[src/rtl/sum3d_pkg.sv]
// rtl/sum3d_pkg.sv - shared types and helpers for the streaming 3-D tensor sum
package sum3d_pkg;

  typedef enum logic [1:0] {
    ACCUM = 2'd0,
    DRAIN = 2'd1,
    HOLD  = 2'd2
  } state_t;

  // Total width that holds the sum of 2*n elements of elem_w bits without overflow.
  function automatic int sum_width(input int elem_w, input int n);
    return elem_w + 1 + $clog2(n);
  endfunction

  // Zero- or sign-extends the low elem_w bits of elem to the full 64-bit result.
  function automatic logic [63:0] extend(input logic [63:0] elem, input int elem_w,
                                         input bit signed_mode);
    logic [63:0] w_mask;
    logic        w_sign;
    w_mask = ~64'd0 << elem_w;
    w_sign = |(elem & (64'd1 << (elem_w - 1)));
    return (elem & ~w_mask) | ((signed_mode && w_sign) ? w_mask : 64'd0);
  endfunction

endpackage

[src/rtl/sum3d_stream_acc_if.sv]
// rtl/sum3d_stream_acc_if.sv - beat input and total output handshakes of the stream accumulator
interface sum3d_stream_acc_if #(
  parameter int ELEM_W = 8,
  parameter int LANES  = 2,
  parameter int SUM_W  = 13,
  parameter int CNT_W  = 3
);

  logic                      in_valid;
  logic                      in_ready;
  logic [LANES*ELEM_W-1:0]   in_a;
  logic [LANES*ELEM_W-1:0]   in_b;
  logic                      out_valid;
  logic                      out_ready;
  logic [SUM_W-1:0]          out_sum;
  logic [CNT_W-1:0]          out_beats;

  modport master (
    output in_valid, in_a, in_b, out_ready,
    input  in_ready, out_valid, out_sum, out_beats
  );

  modport slave (
    input  in_valid, in_a, in_b, out_ready,
    output in_ready, out_valid, out_sum, out_beats
  );

endinterface

[src/rtl/sum3d_lane_tree.sv]
// rtl/sum3d_lane_tree.sv - balanced adder tree over the 2*LANES extended elements of one beat
module sum3d_lane_tree
  import sum3d_pkg::*;
#(
  parameter int ELEM_W = 8,
  parameter int LANES  = 2,
  parameter int SIGNED = 0,
  parameter int SUM_W  = 13
) (
  input  logic [LANES*ELEM_W-1:0] i_a,
  input  logic [LANES*ELEM_W-1:0] i_b,
  output logic [SUM_W-1:0]        o_sum
);

  localparam int LEAVES = 2 * LANES;
  localparam int LVLS   = $clog2(LEAVES);
  localparam int PAD    = 1 << LVLS;

  // Level 0 holds the leaves (a/b interleaved per lane, zero-padded to a power of two).
  for (genvar l = 0; l <= LVLS; l++) begin : g_lvl
    logic [SUM_W-1:0] w_node [PAD >> l];
    for (genvar k = 0; k < (PAD >> l); k++) begin : g_node
      if (l == 0) begin : g_leaf
        if (k < LEAVES) begin : g_elem
          logic [ELEM_W-1:0] w_elem;
          if (k % 2 == 0) begin : g_a
            assign w_elem = i_a[(k/2)*ELEM_W +: ELEM_W];
          end else begin : g_b
            assign w_elem = i_b[(k/2)*ELEM_W +: ELEM_W];
          end
          assign w_node[k] = SUM_W'(extend(64'(w_elem), ELEM_W, SIGNED != 0));
        end else begin : g_pad
          assign w_node[k] = '0;
        end
      end else begin : g_add
        assign w_node[k] = g_lvl[l-1].w_node[2*k] + g_lvl[l-1].w_node[2*k+1];
      end
    end
  end

  assign o_sum = g_lvl[LVLS].w_node[0];

endmodule

[src/rtl/sum3d_stream_acc.sv]
// rtl/sum3d_stream_acc.sv - streaming accumulator emitting sum(a[i]+b[i]) once per D0xD1xD2 tensor
module sum3d_stream_acc
  import sum3d_pkg::*;
#(
  parameter int ELEM_W = 8,
  parameter int D0     = 2,
  parameter int D1     = 3,
  parameter int D2     = 2,
  parameter int LANES  = 2,
  parameter int SIGNED = 0
) (
  input  logic               clk,
  input  logic               rst_n,
  input  logic               flush,
  sum3d_stream_acc_if.slave  bus
);

  localparam int N     = D0 * D1 * D2;
  localparam int BEATS = N / LANES;
  localparam int SUM_W = sum_width(ELEM_W, N);
  localparam int CNT_W = $clog2(BEATS + 1);
  localparam logic [CNT_W-1:0] LAST_BEAT = CNT_W'(BEATS - 1);
  localparam logic [CNT_W-1:0] BEATS_V   = CNT_W'(BEATS);

  state_t             r_state;
  state_t             w_state_nxt;
  logic [CNT_W-1:0]   r_beat_cnt;
  logic [SUM_W-1:0]   r_acc;
  logic [SUM_W-1:0]   r_s1_sum;
  logic               r_s1_valid;
  logic               r_s1_last;
  logic               r_out_valid;
  logic [SUM_W-1:0]   r_out_sum;
  logic [SUM_W-1:0]   w_lane_sum;
  logic               w_in_ready;
  logic               w_accept;
  logic               w_last_beat;
  logic               w_out_xfer;

  sum3d_lane_tree #(
    .ELEM_W (ELEM_W),
    .LANES  (LANES),
    .SIGNED (SIGNED),
    .SUM_W  (SUM_W)
  ) u_lane_tree (
    .i_a    (bus.in_a),
    .i_b    (bus.in_b),
    .o_sum  (w_lane_sum)
  );

  always_comb begin
    w_state_nxt = r_state;
    w_in_ready  = (r_state == ACCUM);
    w_accept    = bus.in_valid && w_in_ready && !flush;
    w_last_beat = w_accept && (r_beat_cnt == LAST_BEAT);
    w_out_xfer  = r_out_valid && bus.out_ready;
    case (r_state)
      ACCUM:   if (w_last_beat) w_state_nxt = DRAIN;
      DRAIN:   w_state_nxt = HOLD;
      HOLD:    if (w_out_xfer) w_state_nxt = ACCUM;
      default: w_state_nxt = ACCUM;
    endcase
    if (flush) w_state_nxt = ACCUM;
  end

  always_ff @(posedge clk) begin
    if (!rst_n) r_state <= ACCUM;
    else        r_state <= w_state_nxt;
  end

  always_ff @(posedge clk) begin
    if (!rst_n) begin
      r_beat_cnt  <= '0;
      r_acc       <= '0;
      r_s1_sum    <= '0;
      r_s1_valid  <= 1'b0;
      r_s1_last   <= 1'b0;
      r_out_valid <= 1'b0;
      r_out_sum   <= '0;
    end else if (flush) begin
      r_beat_cnt  <= '0;
      r_acc       <= '0;
      r_s1_valid  <= 1'b0;
      r_s1_last   <= 1'b0;
      r_out_valid <= 1'b0;
    end else begin
      r_s1_valid <= w_accept;
      r_s1_last  <= w_last_beat;
      if (w_accept) begin
        r_s1_sum   <= w_lane_sum;
        r_beat_cnt <= w_last_beat ? '0 : r_beat_cnt + 1'b1;
      end
      if (r_s1_valid) r_acc <= r_acc + r_s1_sum;
      // The last beat is still in S1 during DRAIN, so the total folds it in directly.
      if (r_state == DRAIN && r_s1_last) begin
        r_out_sum   <= r_acc + r_s1_sum;
        r_out_valid <= 1'b1;
      end
      if (w_out_xfer) begin
        r_out_valid <= 1'b0;
        r_acc       <= '0;
      end
    end
  end

  assign bus.in_ready  = w_in_ready;
  assign bus.out_valid = r_out_valid;
  assign bus.out_sum   = r_out_sum;
  assign bus.out_beats = (r_state == ACCUM) ? r_beat_cnt : BEATS_V;

endmodule

[src/flat_wrapper.sv]
// flat-port wrapper written by rule: the top's interface ports become plain ports
module sum3d_stream_acc_flat import sum3d_pkg::*;
#(
  parameter int ELEM_W = 8,
  parameter int D0     = 2,
  parameter int D1     = 3,
  parameter int D2     = 2,
  parameter int LANES  = 2,
  parameter int SIGNED = 0
)
  (clk, rst_n, flush, bus_in_valid, bus_in_a, bus_in_b, bus_out_ready, bus_in_ready, bus_out_valid, bus_out_sum, bus_out_beats);
  sum3d_stream_acc_if #(.ELEM_W(ELEM_W), .LANES(LANES), .SUM_W(13), .CNT_W(3)) bus_i ();
  input  logic clk;
  input  logic rst_n;
  input  logic flush;
  input wire logic [$bits(bus_i.in_valid)-1:0] bus_in_valid;
  input wire logic [$bits(bus_i.in_a)-1:0] bus_in_a;
  input wire logic [$bits(bus_i.in_b)-1:0] bus_in_b;
  input wire logic [$bits(bus_i.out_ready)-1:0] bus_out_ready;
  output wire logic [$bits(bus_i.in_ready)-1:0] bus_in_ready;
  output wire logic [$bits(bus_i.out_valid)-1:0] bus_out_valid;
  output wire logic [$bits(bus_i.out_sum)-1:0] bus_out_sum;
  output wire logic [$bits(bus_i.out_beats)-1:0] bus_out_beats;
  assign bus_i.in_valid = bus_in_valid;
  assign bus_i.in_a = bus_in_a;
  assign bus_i.in_b = bus_in_b;
  assign bus_i.out_ready = bus_out_ready;
  assign bus_in_ready = bus_i.in_ready;
  assign bus_out_valid = bus_i.out_valid;
  assign bus_out_sum = bus_i.out_sum;
  assign bus_out_beats = bus_i.out_beats;
  sum3d_stream_acc #(.ELEM_W(ELEM_W), .D0(D0), .D1(D1), .D2(D2), .LANES(LANES), .SIGNED(SIGNED)) u_core (.clk(clk), .rst_n(rst_n), .flush(flush), .bus(bus_i));
endmodule
[config.mk]
export PLATFORM = sky130hd
export DESIGN_NAME = sum3d_stream_acc_flat
export DESIGN_NICKNAME = d
export VERILOG_FILES = /design/src/rtl/sum3d_pkg.sv /design/src/rtl/sum3d_stream_acc_if.sv /design/src/rtl/sum3d_lane_tree.sv /design/src/rtl/sum3d_stream_acc.sv /design/src/flat_wrapper.sv
export SDC_FILE = /design/constraint.sdc
export NUM_CORES = 1
export LEC_CHECK = 0
export BUFFER_PORTS_ARGS = -buffer_cell sky130_fd_sc_hd__buf_2
export CORE_UTILIZATION = 35
export CTS_BUF_LIST = sky130_fd_sc_hd__clkbuf_8
export DETAILED_ROUTE_END_ITERATION = 16
export GPL_TIMING_DRIVEN = 1
export SKIP_LAST_GASP = 1
export SLEW_MARGIN = 10
export SYNTH_ARGS = -nofsm -noshare
export SYNTH_HDL_FRONTEND = slang
export SYNTH_HIERARCHICAL = 1
export SYNTH_SLANG_ARGS = --single-unit
[constraint.sdc]
create_clock -name clk -period 7.2 [get_ports clk]
set_clock_uncertainty 0.2 [all_clocks]
set_input_delay 1.08 -clock clk [delete_from_list [all_inputs] [get_ports clk]]
set_output_delay 1.08 -clock clk [all_outputs]
set_load 0.05 [all_outputs]
== Yosys cells after proc, flatten, opt, wreduce, memory -nomap -nowiden ==
Cells that the tools add are included.

* Equal/unequal tests: 5
* Mux-type cells: 5
* Bitwise operators: 2
* Reductions and logical operators: 12
* $add $sub $neg: 5

{| class="wikitable"
|+ Operators by type and width
! kind !! count
|-
| adder 8 x 8 -> 9 bit || 2
|-
| adder 13 bit || 1
|-
| adder 9 x 9 -> 10 bit || 1
|-
| two-way mux 3 bit || 2
|-
| case mux 2 bit (3 select lines) || 1
|-
| AND reduction 2 bit || 3
|-
| logical AND 1 bit || 5
|-
| two-way mux 2 bit || 2
|-
| != test 2 x 1 -> 1 bit, second input constant || 2
|-
| adder 3 x 1 -> 3 bit, second input constant || 1
|-
| == test 3 bit, second input constant || 1
|-
| OR reduction 3 bit || 1
|-
| == test 2 x 1 -> 1 bit, second input constant || 1
|-
| == test 2 bit, second input constant || 1
|-
| zero test 2 bit || 1
|-
| NOT 1 bit || 2
|-
| OR reduction 2 bit || 1
|-
| zero test 1 bit || 1
|}

* Input port bits: 37
* Logic and storage cells: 37
* Flip-flop bits (word level): 47

== Depth between registers and ports, before layout ==
Gate-level depths: netlist of run 1.

* Depth after elaboration: 6
* Mapped depth: 15
* Gate-level depth less buffers: 15

== By module ==
The synthesis of run 1 kept the hierarchy.

{| class="wikitable"
|+ Modules (own cells, without submodules)
! module !! times used !! cells an instance !! area an instance (um2)
|-
| sum3d_stream_acc || 1 || 285 || 2379.8
|-
| sum3d_lane_tree || 1 || 89 || 789.5
|}

== Least setup slack after synthesis of run 1 ==
No wires, ideal clock.

* Kind: input to register
* Start: in bus_in_a[0]
* End: reg u_core.r_s1_sum[8]
* Cell stages on the path: 14
* Arrival time: 3717 ps
* Required time: 6868 ps
* Slack: 3151 ps
* Path through: ha_1 fa_1 a21oi_1 o21bai_1 xor2_1 fa_1 ha_1 a21oi_1 nor2_1 a311oi_2 a21oi_1 xor2_1 nand2_1 a21oi_1

* Word-level cells in the longest chain between the ends: 2

{| class="wikitable"
|+ RTL lines
! what !! line !! text
|-
| start: declaration || flat_wrapper.sv:17 || <nowiki>input wire logic [$bits(bus_i.in_a)-1:0] bus_in_a;</nowiki>
|-
| adder 8 x 8 -> 9 bit || sum3d_lane_tree.sv:36 || <nowiki>assign w_node[k] = g_lvl[l-1].w_node[2*k] + g_lvl[l-1].w_node[2*k+1];</nowiki>
|-
| adder 9 x 9 -> 10 bit || sum3d_lane_tree.sv:36 ||
|-
| net u_core.w_lane_sum[8] || sum3d_stream_acc.sv:34 || <nowiki>logic [SUM_W-1:0] w_lane_sum;</nowiki>
|-
| end signal: assignment || sum3d_stream_acc.sv:90 || <nowiki>r_s1_sum <= w_lane_sum;</nowiki>
|-
| end: declaration || sum3d_stream_acc.sv:29 || <nowiki>logic [SUM_W-1:0] r_s1_sum;</nowiki>
|}

The timed path passes the listed nets, and every way through them passes these cells.
A chain may end at the register's enable or synchronous reset.

== Worst setup path in the final report of run 1 ==
Ends and elaborated chain as after synthesis.

==> results of run 1 <==
==> where the power goes <==
group          switching [uW]  leakage, uW  internal (uW)
logic                     123      0.00112            105
registers                9.09     0.000380            271
clock network            85.5    0.0000453           66.5
==> worst min path at each step <==
stage,end,cells past startpoint
global placement,u_core/bus.out_sum[0]$_SDFFE_PN0P_,2
global route,u_core/bus.out_sum[5]$_SDFFE_PN0P_,2
floorplan,u_core/r_s1_sum[0]$_SDFFE_PN0P_,2
CTS,u_core/bus.out_sum[0]$_SDFFE_PN0P_,2
detailed placement,u_core/bus.out_sum[0]$_SDFFE_PN0P_,2
finish,u_core/bus.out_sum[5]$_SDFFE_PN0P_,2
==> layout by cell type (no fill, tap or decap), drive strengths merged, types with 11 or more instances in the layout <==
cell type / instances
nand2: 52
xnor2: 14
a21oi: 42
nand3: 11
dfxtp: 47
buf: 54
inv: 19
fa: 11
nor2: 27
o21ai: 14
ha: 30
==> registers in the layout (all words and copies together) (netlist names) <==
| register | flops |
|---|---|
| u_core/bus.out_sum | 13 |
| u_core/r_s1_sum | 13 |
| u_core/r_state | 2 |
| u_core/r_acc | 13 |
| u_core/r_s1_valid | 1 |
| u_core/r_beat_cnt | 3 |
| u_core/r_s1_last | 1 |
| u_core/bus.out_valid | 1 |
==> metal layers <==
layer  up-vias  part of all wire (%)  routed length, um
met4         0                   1.2                 76
met1      1165                    49               3050
met5         -                     0                  0
met2        49                    45               2810
li1       1393                     -                  -
met3         6                   4.3                264
==> tightest hold or removal path, stage by stage, from the launching register on <==
cell and delay, ns:
dfxtp_1 0.31, nand2_1 0.05, a21oi_1 0.05
==> cell type report <==
class                      count  area [um^2]
tap                          108          135
sequential                    47          941
clock buffer                   5         68.8
timing repair buffer          54          270
clock inverter                 3         16.3
fill                         933         5180
multi-input combinational    293         2080
inverter                      18         67.6
==> through the flow <==
stage / setup WS [ns] / total power [uW]
after floorplan: 3.15 / 468
after global placement: 2.89 / 511
after detailed placement: 2.81 / 515
after CTS: 3.12 / 673
after global routing: 2.89 / 719
final: 3.14 / 660
==> cell families after synthesis <==
kind of cell | share of synthesized area, %
AND/OR/NAND/NOR | 19.9
adder cells (fa/ha/maj) | 18.8
XOR/XNOR | 5.41
buffers and inverters | 4.78
other | 0.118
multiplexers | 2.53
AO/OA/AOI/OAI | 18.8
flip-flops | 29.7
==> results.md, run 1 <==
* Slowest CP cell: fa_1
* CP max stage delay at 0.43 ns
* RSZ-0062 raised after global routing: false
* Post-CTS sizing at 0
* Post-Syn Instances at 374
* Critical path type: in2reg
* Yosys synthesis warning count at 6
* CP startpoint: bus_in_a[0]
* Endpoint class of the critical path: register
* WP buf/inv at 1
* GRT busiest layer: met2
* Vias in the first global route at 2540
* Fmax at 0.246 GHz
* Netlist Area Pre-Place at 3170 um^2
* Skew-Pair Late Insertion Delay at 0.30 ns
* Hold Buf Count CTS at 0
* Hold Crit Class: reg2reg
* DRC Markers at 0
* Vias at 2613
* R2r startpoint: u_core/r_acc[0]$_SDFFE_PP0P_
* Clk buf depth at 2
* Final worst path period share at 56.4%
* Reg2reg path depth at 8
* Die area at 9440 um^2
* Inst Count DP at 520
* TritonCTS clock tree: done
* Post-CTS Setup Inserts at 0
* Sink Count at 47
* Share of post-route cells with drive strength above 1 at 17.9%
* 1st-iter DRT viols at 77
* Critical path data required time at 7.15 ns
* Met2 Use GR at 24.1%
* PwrDens at 184 nW/um^2
* GR Layer Usage met1 at 17.9%
* Total GRT Usage at 13.9%
* Fin cells at 528
* Number of buffers created by CTS at 5
* R2r setup slk at 4.63 ns
* Clk root buf: clkbuf_8
* Area leader, netlist: dfxtp_1
* Final hold violation count at 0
* Clk slew on worst S/H paths at 0.08 ns
* Most instantiated cells after synthesis: nand2_1 (52), dfxtp_1 (47), a21oi_1 (39)
* Post-DP HPWL at 5.00 mm
* Max-Cap Viols at 0
* Initial antenna violation count at 0
* Port buffer count at 54
* Starting density of the core at 36.2%
* Final Setup Violations at 0
* Syn-to-layout area delta at 13.1%
* CP endpoint: u_core/r_s1_sum[8]$_SDFFE_PN0P_
* LEAKAGE at 0.00154 uW
* Max Slew Vio Count at 0
* Post-synthesis cell type count at 53
* Post-synth ARST share at 0%
* Placed Area at 3500 um^2
* Fin crit period at 4.06 ns
* Top cells by area, synth: dfxtp_1 (30%), ha_1 (12%), fa_1 (6.9%)
* Chip Height at 97.2 um
* Cell chain of the critical path: buf_2 -> ha_1 -> fa_1 -> a21oi_1 -> o21bai_1 -> xor2_1 -> fa_1 -> ha_1 -> a21oi_1 -> nor2_1 -> a311oi_2 -> a21oi_1 -> xor2_1 -> nand2_1 -> a21oi_1
* Startpoint types: primary input
* Worst-Margin Slew at 1.03 ns
* Syn_area_per_cell at 8.47 um^2
* Setup TNS at 0 ns
* Rel. slew slack at 31.0%
* Post-route ant nets at 0
* Most used DFF post-synth: dfxtp_1
* H-tree levels at 2
* FP Rows at 34
* Seq cells post-synth at 47
* Post-route cell area at 3580 um^2
* Worst R2R End: u_core/r_acc[10]$_SDFFE_PP0P_
* WHS at 0.257 ns
* First-pass GRT wire length at 11.0 mm
* CORE AREA at 8760 um^2
* ANT cells at 0
* CP Depth at 15
* Routed WL at 6.19 mm
* Top cell type's share of synthesized area at 29.7%
* Min-delay src: u_core/bus.out_sum[5]$_SDFFE_PN0P_
* Status: finished, final reports clean
* GPL Wtd Cong at 0.853
* Worst VDD drop at 0.0832 mV
* Gr ovfl total at 0
* Via/cell ratio at 4.95
* Cell with the most instances after synthesis: nand2_1
* Die width at 97.2 um
* Detailed Routing Iterations Pass 1 at 4
* Largest net degree at the start of global routing at 25
* Met3 usage at 2.01%
* CP Data Arrival Time at 4.01 ns
* Crit-path most repeated cell: a21oi_1
* Number of flops mapped to enable cells by yosys at 0
* Post-synthesis sequential area ratio at 29.7%
* Final Util at 40.9%
* Routed len/inst at 11.7 um
* Worst-path fanout max at 4
* Num ports at 55
* Final net count at 497
* Crit-path leading delay family: adder cells
Power figures use the tool's default switching activity.
==> inputs of run 2 (changes only) <==
==> constraint.sdc (replaced) <==
create_clock -name clk -period 3.4 [get_ports clk]
set_clock_uncertainty 0.2 [all_clocks]
set_input_delay 0.51 -clock clk [delete_from_list [all_inputs] [get_ports clk]]
set_output_delay 0.51 -clock clk [all_outputs]
set_load 0.05 [all_outputs]
==> run 2 against run 1 <==
  * Core utilization grew 2.3 points
  * Routed wire length grew 4.6%
  * Global-route usage grew 0.14 points
  * Clock-buffer cell count grew 1
  * Critical path depth is the same
  * Non-clock buffer count grew 16
  * Largest power group unchanged
==> results.md, run 2 (synthesis results as in run 1) <==
* FILL cells at 891 (was 933)
* CORE AREA at 8760 um^2 (unchanged)
* Critical path type: in2reg (unchanged)
* Detailed Routing Iterations Pass 1 at 4 (unchanged)
* PwrDens at 424 nW/um^2 (was 184 nW/um^2)
* Routed len/inst at 11.9 um (was 11.7 um)
* Commonest non-fill, non-tap cell in the layout: buf_2 (unchanged)
* Initial antenna violation count at 0 (unchanged)
* Sink Count at 47 (unchanged)
* GPL Wtd Cong at 0.837 (was 0.853)
* Vias in the first global route at 2546 (was 2540)
* Worst VDD drop at 0.176 mV (was 0.0832 mV)
* ANT cells at 0 (unchanged)
* First-pass GRT wire length at 11.2 mm (was 11.0 mm)
* Starting density of the core at 36.2% (unchanged)
* Critical path data required time at 3.43 ns (was 7.15 ns)
* Largest net degree at the start of global routing at 25 (unchanged)
* CP startpoint: bus_in_a[0] (unchanged)
* Clk buf depth at 2 (unchanged)
* DRC Markers at 0 (unchanged)
* LEAKAGE at 0.00164 uW (was 0.00154 uW)
* Hold Crit Class: reg2reg (unchanged)
* Fmax at 0.307 GHz
* Rel. slew slack at 38.9% (was 31.0%)
* Gr ovfl total at 0 (unchanged)
* Status: finished, final reports clean (unchanged)
* Dpl ws at -0.323 ns (was 2.81 ns)
* Clk root buf: clkbuf_8 (unchanged)
* Via/cell ratio at 4.96 (was 4.95)
* Share of post-route cells with drive strength above 1 at 23.6% (was 17.9%)
* Max Slew Vio Count at 0 (unchanged)
* Endpoint class of the critical path: register (unchanged)
* FP Rows at 34 (unchanged)
* R2r startpoint: u_core/r_acc[0]$_SDFFE_PP0P_ (unchanged)
* Max-Cap Viols at 0 (unchanged)
* Register Area at 941 um^2 (unchanged)
* Port buffer count at 54 (unchanged)
* 1st-iter DRT viols at 86 (was 77)
* Vias at 2698 (was 2613)
* Worst-Margin Slew at 0.916 ns (was 1.03 ns)
* Routed WL at 6.48 mm (was 6.19 mm)
* WHS at 0.256 ns (was 0.257 ns)
* Area of the multi-input gates at 2130 um^2 (was 2080 um^2)
* Worst-path fanout max at 2 (was 4)
* Die area at 9440 um^2 (unchanged)
* Final net count at 513 (was 497)
* Die width at 97.2 um (unchanged)
* Chip Height at 97.2 um (unchanged)
* Num ports at 55 (unchanged)
* Total GRT Usage at 14.0% (was 13.9%)
* Fin crit period at 3.25 ns
* Total Power at 1600 uW (was 660 uW)
* Clk slew on worst S/H paths at 0.08 ns (about the same)
* Post-CTS Setup Inserts at 0 (unchanged)
* Syn-to-layout area delta at 19.3% (was 13.1%)
* Post-route ant nets at 0 (unchanged)
* Final Util at 43.1% (was 40.9%)
* Final Setup Violations at 0 (unchanged)
* Post-DP HPWL at 5.02 mm (was 5.00 mm)
* Min-delay src: u_core/bus.out_sum[0]$_SDFFE_PN0P_ (was u_core/bus.out_sum[5]$_SDFFE_PN0P_)
* Skew-Pair Late Insertion Delay at 0.30 ns (about the same)
* Worst Slack Setup Final at 0.146 ns (was 3.14 ns)
* CP Data Arrival Time at 3.28 ns (was 4.01 ns)
* H-tree levels at 2 (unchanged)
* Final worst path period share at 95.7%
* Startpoint types: primary input (unchanged)
* Commonest non-fill, non-tap cells in the layout: buf_2 (54), nand2_1 (52), dfxtp_1 (47) (unchanged)
* R2r setup slk at 0.80 ns (was 4.63 ns)
* Final hold violation count at 0 (unchanged)
* Number of buffers created by CTS at 5 (unchanged)
* TritonCTS clock tree: done (unchanged)
-- run 2: worst max-delay path, stage by stage --
cell and delay, ns:
buf_2 0.10, ha_2 0.19, fa_2 0.37, a21oi_2 0.15
o21bai_1 0.09, xor2_1 0.18, fa_1 0.55, ha_4 0.21
a21oi_2 0.15, nor2_1 0.06, a311oi_2 0.22, buf_4 0.15
xnor2_1 0.10, nand2_1 0.08, a21oi_2 0.16
-- run 2: final cells by class --
type	instances	area share [%]
Clock buffer	6	2.18
Clock inverter	2	0.927
Inverter	18	1.79
Multi-Input combinational cell	293	56.3
Sequential cell	47	24.9
Tap cell	108	3.57
Timing Repair Buffer	70	10.3
-- run 2: worst paths after layout --
check	cells after the start	endpoint
min reg2reg	2	u_core/bus.out_sum[0]$_SDFFE_PN0P_
min	2	u_core/bus.out_sum[0]$_SDFFE_PN0P_
max reg2reg	8	u_core/r_acc[10]$_SDFFE_PP0P_
max	15	u_core/r_s1_sum[6]$_SDFFE_PN0P_
-- run 2: report_power, final --
group / total [uW] / switching (uW) / internal (uW)
clock: 426 / 188 / 238
combinational: 587 / 291 / 296
sequential: 591 / 16.9 / 574
total: 1600 / 497 / 1110
-- run 2: per-stage QoR --
step	TNS [ns]	std cells	cell area, um^2
2_1_floorplan	-0.00419	376	3200
3_3_place_gp	-0.824	536	3640
3_5_place_dp	-1.13	536	3640
4_1_cts	0	544	3750
5_1_grt	-0.0118	544	3780
6_report	0	544	3780
-- run 2: routing by layer --
| layer | up-vias | track usage [%] | part of all wire, % |
|---|---|---|---|
| li1 | 1422 | - | - |
| met1 | 1218 | 18.3 | 49 |
| met2 | 51 | 23.8 | 45 |
| met3 | 7 | 2.30 | 4.0 |
| met4 | 0 | 4.13 | 1.2 |
| met5 | - | 0 | 0 |
-- run 2: timing repair --
item                                    CTS  global route
endpoints found under the setup margin    0             4
gates resized for setup                   0             8
hold buffers                              0             0
==> inputs of run 3 (changes only) <==
==> constraint.sdc (replaced) <==
create_clock -name clk -period 3.4 [get_ports clk]
set_clock_uncertainty 0.2 [all_clocks]
set_input_delay 0.68 -clock clk [delete_from_list [all_inputs] [get_ports clk]]
set_output_delay 0.68 -clock clk [all_outputs]
set_load 0.05 [all_outputs]
==> run 3 against run 2 <==
  * Global-route usage rose by 0.50 points
  * Sequential share of layout area decreased by 0.16 points
  * Maximum frequency decreased by 3.8%
  * Register-to-register slack hardly changed
  * First-iteration DRC count rose by 19%
  * Flip-flop and latch count unchanged
  * Die area did not move
  * Via count is 2.2% higher
  * Largest cell class unchanged
  * Largest power group is now combinational logic
  * Highest routed layer unchanged
==> results.md, run 3 (synthesis results as in run 1) <==
* TritonCTS clock tree: done (unchanged)
* Setup TNS at 0 ns (unchanged)
* Max Slew Vio Count at 0 (unchanged)
* Initial antenna violation count at 0 (unchanged)
* Sink Count at 47 (unchanged)
* Met2 WL at 3.01 mm (was 2.95 mm)
* Rel. slew slack at 42.0% (was 38.9%)
* Post-DP HPWL at 5.35 mm (was 5.02 mm)
* RSZ-0062 raised after global routing: true
* Post-route ant nets at 0 (unchanged)
* ANT cells at 0 (unchanged)
* Routed WL at 6.74 mm (was 6.48 mm)
* Die area at 9440 um^2 (unchanged)
* Commonest non-fill, non-tap cells in the layout: buf_2 (52), nand2_1 (52), dfxtp_1 (47) (was buf_2 (54), nand2_1 (52), dfxtp_1 (47))
* 1st-iter DRT viols at 102 (was 86)
* Max-Cap Viols at 0 (unchanged)
* Fmax at 0.296 GHz (was 0.307 GHz)
* Gr ovfl total at 0 (unchanged)
* Die width at 97.2 um (unchanged)
* Total GRT Usage at 14.5% (was 14.0%)
* Final hold violation count at 0 (unchanged)
* Hold Crit Class: reg2reg (unchanged)
* Worst VDD drop at 0.160 mV (was 0.176 mV)
* Metal-1 WL at 3.34 mm (was 3.20 mm)
* Fin crit period at 3.38 ns (was 3.25 ns)
* FP Rows at 34 (unchanged)
* Clk buf depth at 2 (unchanged)
* Final worst path period share at 99.5% (was 95.7%)
* Detailed Routing Iterations Pass 1 at 4 (unchanged)
* Number of buffers created by CTS at 5 (unchanged)
* Hold Buf Count CTS at 0 (unchanged)
* Via/cell ratio at 5.07 (was 4.96)
* LEAKAGE at 0.00164 uW (about the same)
* H-tree levels at 2 (unchanged)
* Status: finished, final reports clean (unchanged)
* Final Setup Violations at 0 (unchanged)
* Share of post-route cells with drive strength above 1 at 25.2% (was 23.6%)
* DR top layer: met4 (unchanged)
* Final net count at 514 (was 513)
* Routed len/inst at 12.4 um (was 11.9 um)
* Met3 wire len at 317 um (was 256 um)
* Skew-Pair Late Insertion Delay at 0.30 ns (about the same)
* Syn-to-layout area delta at 20.1% (was 19.3%)
* Cell chain of the critical path: buf_6 -> ha_4 -> fa_2 -> inv_2 -> fa_1 -> inv_1 -> ha_2 -> inv_2 -> fa_2 -> nor2b_2 -> o21ai_2 -> a21oi_2 -> nor4bb_1 -> a21oi_1 -> nand2_1 -> a21oi_1 (was buf_2 -> ha_2 -> fa_2 -> a21oi_2 -> o21bai_1 -> xor2_1 -> fa_1 -> ha_4 -> a21oi_2 -> nor2_1 -> a311oi_2 -> buf_4 -> xnor2_1 -> nand2_1 -> a21oi_2)
* First-pass GRT wire length at 11.4 mm (was 11.2 mm)
* Critical path data required time at 3.43 ns (about the same)
* GPL Wtd Cong at 0.814 (was 0.837)
* Chip Height at 97.2 um (unchanged)
* Num ports at 55 (unchanged)
* Endpoint class of the critical path: register (unchanged)
* Worst-Margin Slew at 0.870 ns (was 0.916 ns)
* FILL cells at 905 (was 891)
* Clk root buf: clkbuf_8 (unchanged)
* Port buffer count at 54 (unchanged)
* Worst-path fanout max at 2 (unchanged)
* DRC Markers at 0 (unchanged)
* Startpoint types: primary input (unchanged)
* Slowest CP cell: fa_2 (was fa_1)
* Clk slew on worst S/H paths at 0.08 ns (about the same)
* Critical path type: in2reg (unchanged)
* Total Power at 1570 uW (was 1600 uW)
* CP max stage delay at 0.52 ns (was 0.55 ns)
* Starting density of the core at 36.2% (unchanged)
* PwrDens at 413 nW/um^2 (was 424 nW/um^2)
* CP Data Arrival Time at 3.42 ns (was 3.28 ns)
* Largest net degree at the start of global routing at 25 (unchanged)
* Vias in the first global route at 2555 (was 2546)
* Worst Slack Setup Final at 0.0171 ns (was 0.146 ns)
* CORE AREA at 8760 um^2 (unchanged)
* Dpl ws at -0.397 ns (was -0.323 ns)
* Vias at 2758 (was 2698)
[run 3: cell count changes in the layout (fill, tap and decap cells not counted), moves of 2 or more]
cell,previous run,this run
inv_2,0,3
inv_1,18,15
ha_1,28,26
buf_2,54,52
ha_4,1,3
buf_6,0,2
[run 3: area by class of cell]
type | count | area [um^2] | share of cell area [%]
multi-input combinational | 293 | 2160 | 56.9
tap | 108 | 135 | 3.55
timing repair buffer | 71 | 410 | 10.8
clock buffer | 6 | 82.6 | 2.17
inverter | 18 | 67.6 | 1.78
sequential | 47 | 941 | 24.7
clock inverter | 1 | 5.00 | 0.131
[run 3: metal layers]
layer  vias to the layer above  track usage [%]
met3                         7             2.37
met4                         0             4.48
met5                         -                0
met1                      1246             19.8
li1                       1430                -
met2                        75             23.5
[run 3: final timing paths]
check	slack [ns]	end	startpoint	cells after the start
max reg2reg	0.79	u_core/r_acc[10]$_SDFFE_PP0P_	u_core/r_acc[0]$_SDFFE_PP0P_	8
max	0.02	u_core/r_s1_sum[9]$_SDFFE_PN0P_	bus_in_b[0]	16
min reg2reg	0.25	u_core/bus.out_sum[4]$_SDFFE_PN0P_	u_core/bus.out_sum[4]$_SDFFE_PN0P_	2
min	0.25	u_core/bus.out_sum[4]$_SDFFE_PN0P_	u_core/bus.out_sum[4]$_SDFFE_PN0P_	2
[run 3: critical path, delay by kind of cell]
| kind | cells | cell delay (ns) |
|---|---|---|
| buffers and inverters | 4 | 0.24 |
| and+or+nand+nor | 3 | 0.29 |
| AOI/OAI and AO/OA | 4 | 0.58 |
| adders and majority gates | 5 | 1.63 |
[run 3: through the flow]
stage | util [%] | hold WS [ns] | cell area (um^2) | std cells
finish | 43.4 | 0.253 | 3810 | 544
global route | 43.4 | 0.269 | 3810 | 544
CTS | 43.1 | 0.256 | 3780 | 543
detailed placement | 41.9 | 0.245 | 3670 | 536
global placement | 41.9 | 0.241 | 3670 | 536
floorplan | - | 0.240 | 3230 | 376
[run 3: repair_timing]
action,CTS,global route
pin swaps,8,8
endpoints found under the setup margin,2,4
hold endpoints to repair,0,0
buffers inserted,1,1
gates resized for setup,7,5
[run 3: where the power goes]
part           switching (uW)  total [uW]  internal [uW]
registers                18.1         592            574
logic                     318         639            321
clock network             181         341            160
total                     517        1570           1050
